<file path="config.mk">
export PLATFORM = sky130hd
export DESIGN_NAME = memlog_reader
export DESIGN_NICKNAME = d
export VERILOG_FILES = /design/src/rtl/memlog_reader.sv
export SDC_FILE = /design/constraint.sdc
export NUM_CORES = 1
export LEC_CHECK = 0
export ABC_AREA = 1
export BUFFER_PORTS_ARGS = -buffer_cell sky130_fd_sc_hd__clkbuf_2
export CAP_MARGIN = 30
export CORE_UTILIZATION = 40
export DETAILED_ROUTE_END_ITERATION = 8
export PLACE_DENSITY = 0.69
export REMOVE_ABC_BUFFERS = 1
export SLEW_MARGIN = 20
export SYNTH_ARGS = -nofsm -noshare
export SYNTH_HDL_FRONTEND = slang
export SYNTH_SLANG_ARGS = --single-unit
</file>
<file path="constraint.sdc">
create_clock -name clk -period 4.1 [get_ports clk]
set_clock_uncertainty 0.1 [all_clocks]
set_input_delay 0.82 -clock clk [delete_from_list [all_inputs] [get_ports clk]]
set_output_delay 0.82 -clock clk [all_outputs]
set_load 0.01 [all_outputs]
</file>
<file path="src/rtl/memlog_reader.sv">
// memlog_reader: walks the sample logger's memory after it fills and streams each
// 16-bit I/Q word as two bytes, I (MSB) first. Optional re-arm: MEMLOG_RD_REARM_EN.
module memlog_reader #(
  parameter int                         BRAM_ADDR_WIDTH = 15,
  parameter int                         BRAM_DATA_WIDTH = 16,
  parameter logic [BRAM_ADDR_WIDTH-1:0] LAST_ADDR       = {BRAM_ADDR_WIDTH{1'b1}},
  parameter int                         RD_LATENCY      = 2
) (
  input  logic                       clk,
  input  logic                       i_rst_n,
  input  logic                       i_start,
  input  logic                       i_mem_full,
  input  logic [BRAM_DATA_WIDTH-1:0] i_data_log,
  input  logic                       i_tx_ready,
  output logic                       o_read_log,
  output logic                       o_run_log,
  output logic [BRAM_ADDR_WIDTH-1:0] o_addr_log,
  output logic [7:0]                 o_tx_data,
  output logic                       o_tx_valid,
  output logic                       o_busy,
  output logic                       o_done
);

  typedef enum logic [2:0] {
    S_IDLE      = 3'd0,
    S_WAIT_FULL = 3'd1,
    S_REQ       = 3'd2,
    S_SETTLE    = 3'd3,
    S_WAIT_DATA = 3'd4,
    S_SEND_HI   = 3'd5,
    S_SEND_LO   = 3'd6,
    S_DONE      = 3'd7
  } state_t;

  localparam logic [2:0]                 LAT_LOAD = 3'(RD_LATENCY - 1);
  localparam logic [BRAM_ADDR_WIDTH-1:0] ADDR_ONE = BRAM_ADDR_WIDTH'(1);

`ifdef MEMLOG_RD_REARM_EN
  localparam logic REARM = 1'b1;
`else
  localparam logic REARM = 1'b0;
`endif

  state_t                       state_q;
  logic [BRAM_ADDR_WIDTH-1:0]   addr_q;
  logic [2:0]                   cnt_q;
  logic [BRAM_DATA_WIDTH-1:0]   word_q;
  logic [7:0]                   tx_data_q;
  logic                         tx_valid_q;
  logic                         read_log_q;
  logic                         run_log_q;
  logic                         done_q;
  logic                         busy_q;

  // Dump sequencer; SETTLE doubles as the first latency cycle so capture lands
  // exactly RD_LATENCY edges after the address is presented.
  always_ff @(posedge clk) begin
    if (!i_rst_n) begin
      state_q    <= S_IDLE;
      addr_q     <= '0;
      cnt_q      <= 3'd0;
      word_q     <= '0;
      tx_data_q  <= 8'd0;
      tx_valid_q <= 1'b0;
      read_log_q <= 1'b0;
      run_log_q  <= 1'b0;
      done_q     <= 1'b0;
      busy_q     <= 1'b0;
    end else begin
      read_log_q <= 1'b0;
      run_log_q  <= 1'b0;
      done_q     <= 1'b0;
      case (state_q)
        S_IDLE: begin
          if (i_start) begin
            state_q <= S_WAIT_FULL;
            busy_q  <= 1'b1;
          end else begin
            busy_q  <= 1'b0;
          end
        end
        S_WAIT_FULL: begin
          if (i_mem_full) begin
            state_q    <= S_REQ;
            read_log_q <= 1'b1;
          end
        end
        S_REQ: begin
          state_q <= S_SETTLE;
          addr_q  <= '0;
          cnt_q   <= LAT_LOAD;
        end
        S_SETTLE, S_WAIT_DATA: begin
          if (cnt_q == 3'd0) begin
            word_q     <= i_data_log;
            tx_data_q  <= i_data_log[15:8];
            tx_valid_q <= 1'b1;
            state_q    <= S_SEND_HI;
          end else begin
            cnt_q   <= cnt_q - 3'd1;
            state_q <= S_WAIT_DATA;
          end
        end
        S_SEND_HI: begin
          if (i_tx_ready) begin
            tx_data_q <= word_q[7:0];
            state_q   <= S_SEND_LO;
          end
        end
        S_SEND_LO: begin
          if (i_tx_ready) begin
            tx_valid_q <= 1'b0;
            tx_data_q  <= 8'd0;
            // The LAST_ADDR compare ends the walk, so the address never wraps.
            if (addr_q == LAST_ADDR) begin
              state_q   <= S_DONE;
              done_q    <= 1'b1;
              run_log_q <= REARM;
            end else begin
              addr_q  <= addr_q + ADDR_ONE;
              cnt_q   <= LAT_LOAD;
              state_q <= S_SETTLE;
            end
          end
        end
        S_DONE: begin
          state_q <= S_IDLE;
          addr_q  <= '0;
          busy_q  <= 1'b0;
        end
        default: begin
          state_q    <= S_IDLE;
          tx_valid_q <= 1'b0;
          busy_q     <= 1'b0;
        end
      endcase
    end
  end

  assign o_read_log = read_log_q;
  assign o_run_log  = run_log_q;
  assign o_addr_log = addr_q;
  assign o_tx_data  = tx_data_q;
  assign o_tx_valid = tx_valid_q;
  assign o_busy     = busy_q;
  assign o_done     = done_q;

endmodule

</file>
==> impl_summary.log <==
INFO  metric status = completed
INFO  metric yosys_warns = 0
INFO  metric detail_route.vias_per_cell = 4.81
INFO  metric port_buffers = between 40 and 50
INFO  metric relSlewSlack = approximately three fifths
INFO  metric synth_top_cells_by_area = sky130_fd_sc_hd__dfxtp_1 35%, sky130_fd_sc_hd__nand2_1 14%, sky130_fd_sc_hd__nor2_1 8.7%
INFO  metric htreeDepth = 2
INFO  metric cts_tree = yes
INFO  metric route.final.wire_length = just over 5 mm
INFO  metric synthesis.instances = 362
INFO  metric worst_hold_startpoint = word_q[2]
INFO  metric core.rowCount = 27
INFO  metric drive_above_1_share = a little under a fifth
INFO  metric crit_arrival = 2.30 ns
INFO  metric synth_area = between 0.002 and 0.0025 sq mm
INFO  metric synth_seq_area_share = between 30% and 40%
INFO  metric cts.repair_timing.setup_buffer_count = 0
INFO  metric starting_utilization_of_the_core_area = 41.9%
INFO  metric worst_setup_path_startpoint = state_q[2]
INFO  metric n_antenna_cell = 0
INFO  metric first_global_vias = 2011
INFO  metric max_cap_viol_count = 0
INFO  metric crit_end_element = register
INFO  metric synthesis.area_per_instance = 6.45 sq um
INFO  metric crit_path_max_fanout = 18
INFO  metric hold_viol = 0
INFO  metric timing.final.crit_period = roughly 2.2 ns
INFO  metric setup_violations = 0
INFO  metric synth_top_area_share = approximately a third
INFO  metric die_width = 78.4 microns
INFO  metric track_usage = between 15 and 20%
INFO  metric worst_r2r_startpoint = state_q[2]
INFO  metric route.detailed.wl_per_inst = around 11 microns
INFO  metric final_max_slew_viol_count = 0
INFO  metric grt_pass1_wl = around 9 mm
INFO  metric detailedPlacementHpwl = 3.72 mm
INFO  metric worst-setup-path-type = reg2reg
INFO  metric ios = 49
INFO  metric cellLeakagePower = between 1 and 1.5 nW
INFO  metric first_pass_iters = 6
INFO  metric gp_congestion = just over 0.8
INFO  metric placeable_area = around 0.0056 sq mm
INFO  metric clockBufferDepth = 2
INFO  metric synthToLayoutAreaGrowth = 13.8%
INFO  metric crit_required = 4.20 ns
INFO  metric synth_largest_area_cell = sky130_fd_sc_hd__dfxtp_1
INFO  metric cts_hold_repair.buffers = 0
INFO  metric cts_made_buffers = 5
INFO  metric ys_seq_elements = 41
INFO  metric yosysUniqueCellTypes = 30
INFO  metric leftover_overflow_at_the_end_of_global_routing = 0
INFO  metric post-route-period-util = between 50% and 60%
INFO  metric powerDensity = 471 mW/mm^2
INFO  metric chip_height = approximately 80 microns
INFO  metric place_worst_setup_slack = ~1.9 ns
INFO  metric drcViolationCount = 0
INFO  metric initial_antenna_violation_count = 0
INFO  metric worst_min_delay_path_class = reg2reg
INFO  metric synth_top_flop_cell = sky130_fd_sc_hd__dfxtp_1
INFO  metric floorplan.die_area = around 0.006 sq mm
INFO  metric ir_worst_vdd = between 0.00015 and 0.0002 V
INFO  metric grt_max_degree = 31
INFO  metric fin_setup_tns = 0 ns
INFO  metric final_net_count = roughly 430
INFO  metric clkSlewWorstSetupHoldPaths = 0.09 ns
INFO  metric clk_root_buffer_cell = sky130_fd_sc_hd__clkbuf_8
INFO  metric async_flop_share = 0%
INFO  metric vias = around 2300
INFO  metric drtIter0Drc = 150
INFO  metric postRouteAntennaNets = 0
INFO  metric clock.fmax = between 400 and 500 MHz
INFO  metric tightest_slew = 0.592 ns
INFO  metric unrepaired_setup_endpoints_after_global_routing = false
INFO  metric cts_resized = 0
INFO  metric clk_lat_worst_skew = 0.30 ns
INFO  metric final.setup.worst_slack = between 1.5 and 2 ns
INFO  metric synth_edf_count = 0
INFO  metric numClockSinks = between 40 and 50
INFO  metric fillers = around 600
INFO  metric startpoint_type = register
-- worst paths after layout --
check,slack [ns],end,cells after the start
setup / recovery,1.90,o_addr_log[9],7
hold / removal,0.35,word_q[2],2
setup reg to reg,1.90,o_addr_log[9],7
hold reg to reg,0.35,word_q[2],2
-- registers in the layout, summed over array words and instances (netlist names) --
name	count
o_busy	1
word_q	8
o_tx_valid	1
o_tx_data	8
cnt_q	3
o_done	1
o_addr_log	15
o_read_log	1
state_q	3
-- where the power goes --
group	internal [W]	switching, W
Sequential	0.000474	0.0000594
Combinational	0.000157	0.000283
Clock	0.000121	0.000157
-- per-stage QoR --
stage | cell area (sq um) | utilization, % | std cells | hold WS [ns] | power [W]
finish | 2660 | 47.7 | 474 | 0.352 | 0.00125
global route | 2660 | 47.7 | 474 | 0.372 | 0.00136
CTS | 2660 | 47.7 | 474 | 0.357 | 0.00126
detailed placement | 2570 | 46.0 | 466 | 0.343 | 0.000985
global placement | 2570 | 46.0 | 466 | 0.337 | 0.000973
floorplan | 2240 | - | 347 | 0.324 | 0.000852
-- layout make-up --
type / count / area, sq um / share of cell area, %
Sequential cell: 41 / 821 / 30.9
Tap cell: 72 / 90.1 / 3.39
Timing Repair Buffer: 47 / 235 / 8.86
Inverter: 55 / 206 / 7.77
Clock inverter: 3 / 21.3 / 0.801
Clock buffer: 5 / 68.8 / 2.59
Multi-Input combinational cell: 251 / 1210 / 45.7
-- cell usage after synthesis, drive strengths merged (3+ instances only) --
library cell,instances
nand2,91
nor2,56
inv,55
dfxtp,41
nand3,25
o21ai,25
a21oi,24
nand4,17
buf,10
clkbuf,5
ha,3
nor3,3
-- critical path, stage by stage (launching register included) --
cell and delay [ns]:
sky130_fd_sc_hd__dfxtp_1 0.46, sky130_fd_sc_hd__nand3_1 0.44, sky130_fd_sc_hd__nor2_1 0.38, sky130_fd_sc_hd__nand3_4 0.24
sky130_fd_sc_hd__nand3_4 0.26, sky130_fd_sc_hd__nand2_1 0.08, sky130_fd_sc_hd__nand2_1 0.07, sky130_fd_sc_hd__nor2_1 0.06
-- layer usage --
layer	global-route usage [%]	routed length (microns)	vias to the layer above
met5	0	0	-
met4	6.11	57	0
met3	4.53	258	6
met2	30.7	2320	52
met1	23.2	2560	994
li1	-	-	1229
-- kinds of logic after synthesis --
family,count (synthesis),share of synthesized area [%]
buffers and inverters,70,12.8
adders and majority gates,3,1.61
DFF,41,35.2
other,1,0.161
AOI/OAI and AO/OA,52,12.4
xor gates and xnor gates,1,0.375
and+or+nand+nor,194,37.5
-- layout by cell type (no fill, tap or decap), drive strengths merged, types with 3 or more instances in the layout --
cell,instances
o21ai,25
dfxtp,41
clkbuf,52
a21oi,24
nand4,17
nand2,91
nand3,25
ha,3
inv,56
nor3,3
nor2,56
Note: power is estimated with default switching activity, not from simulation.
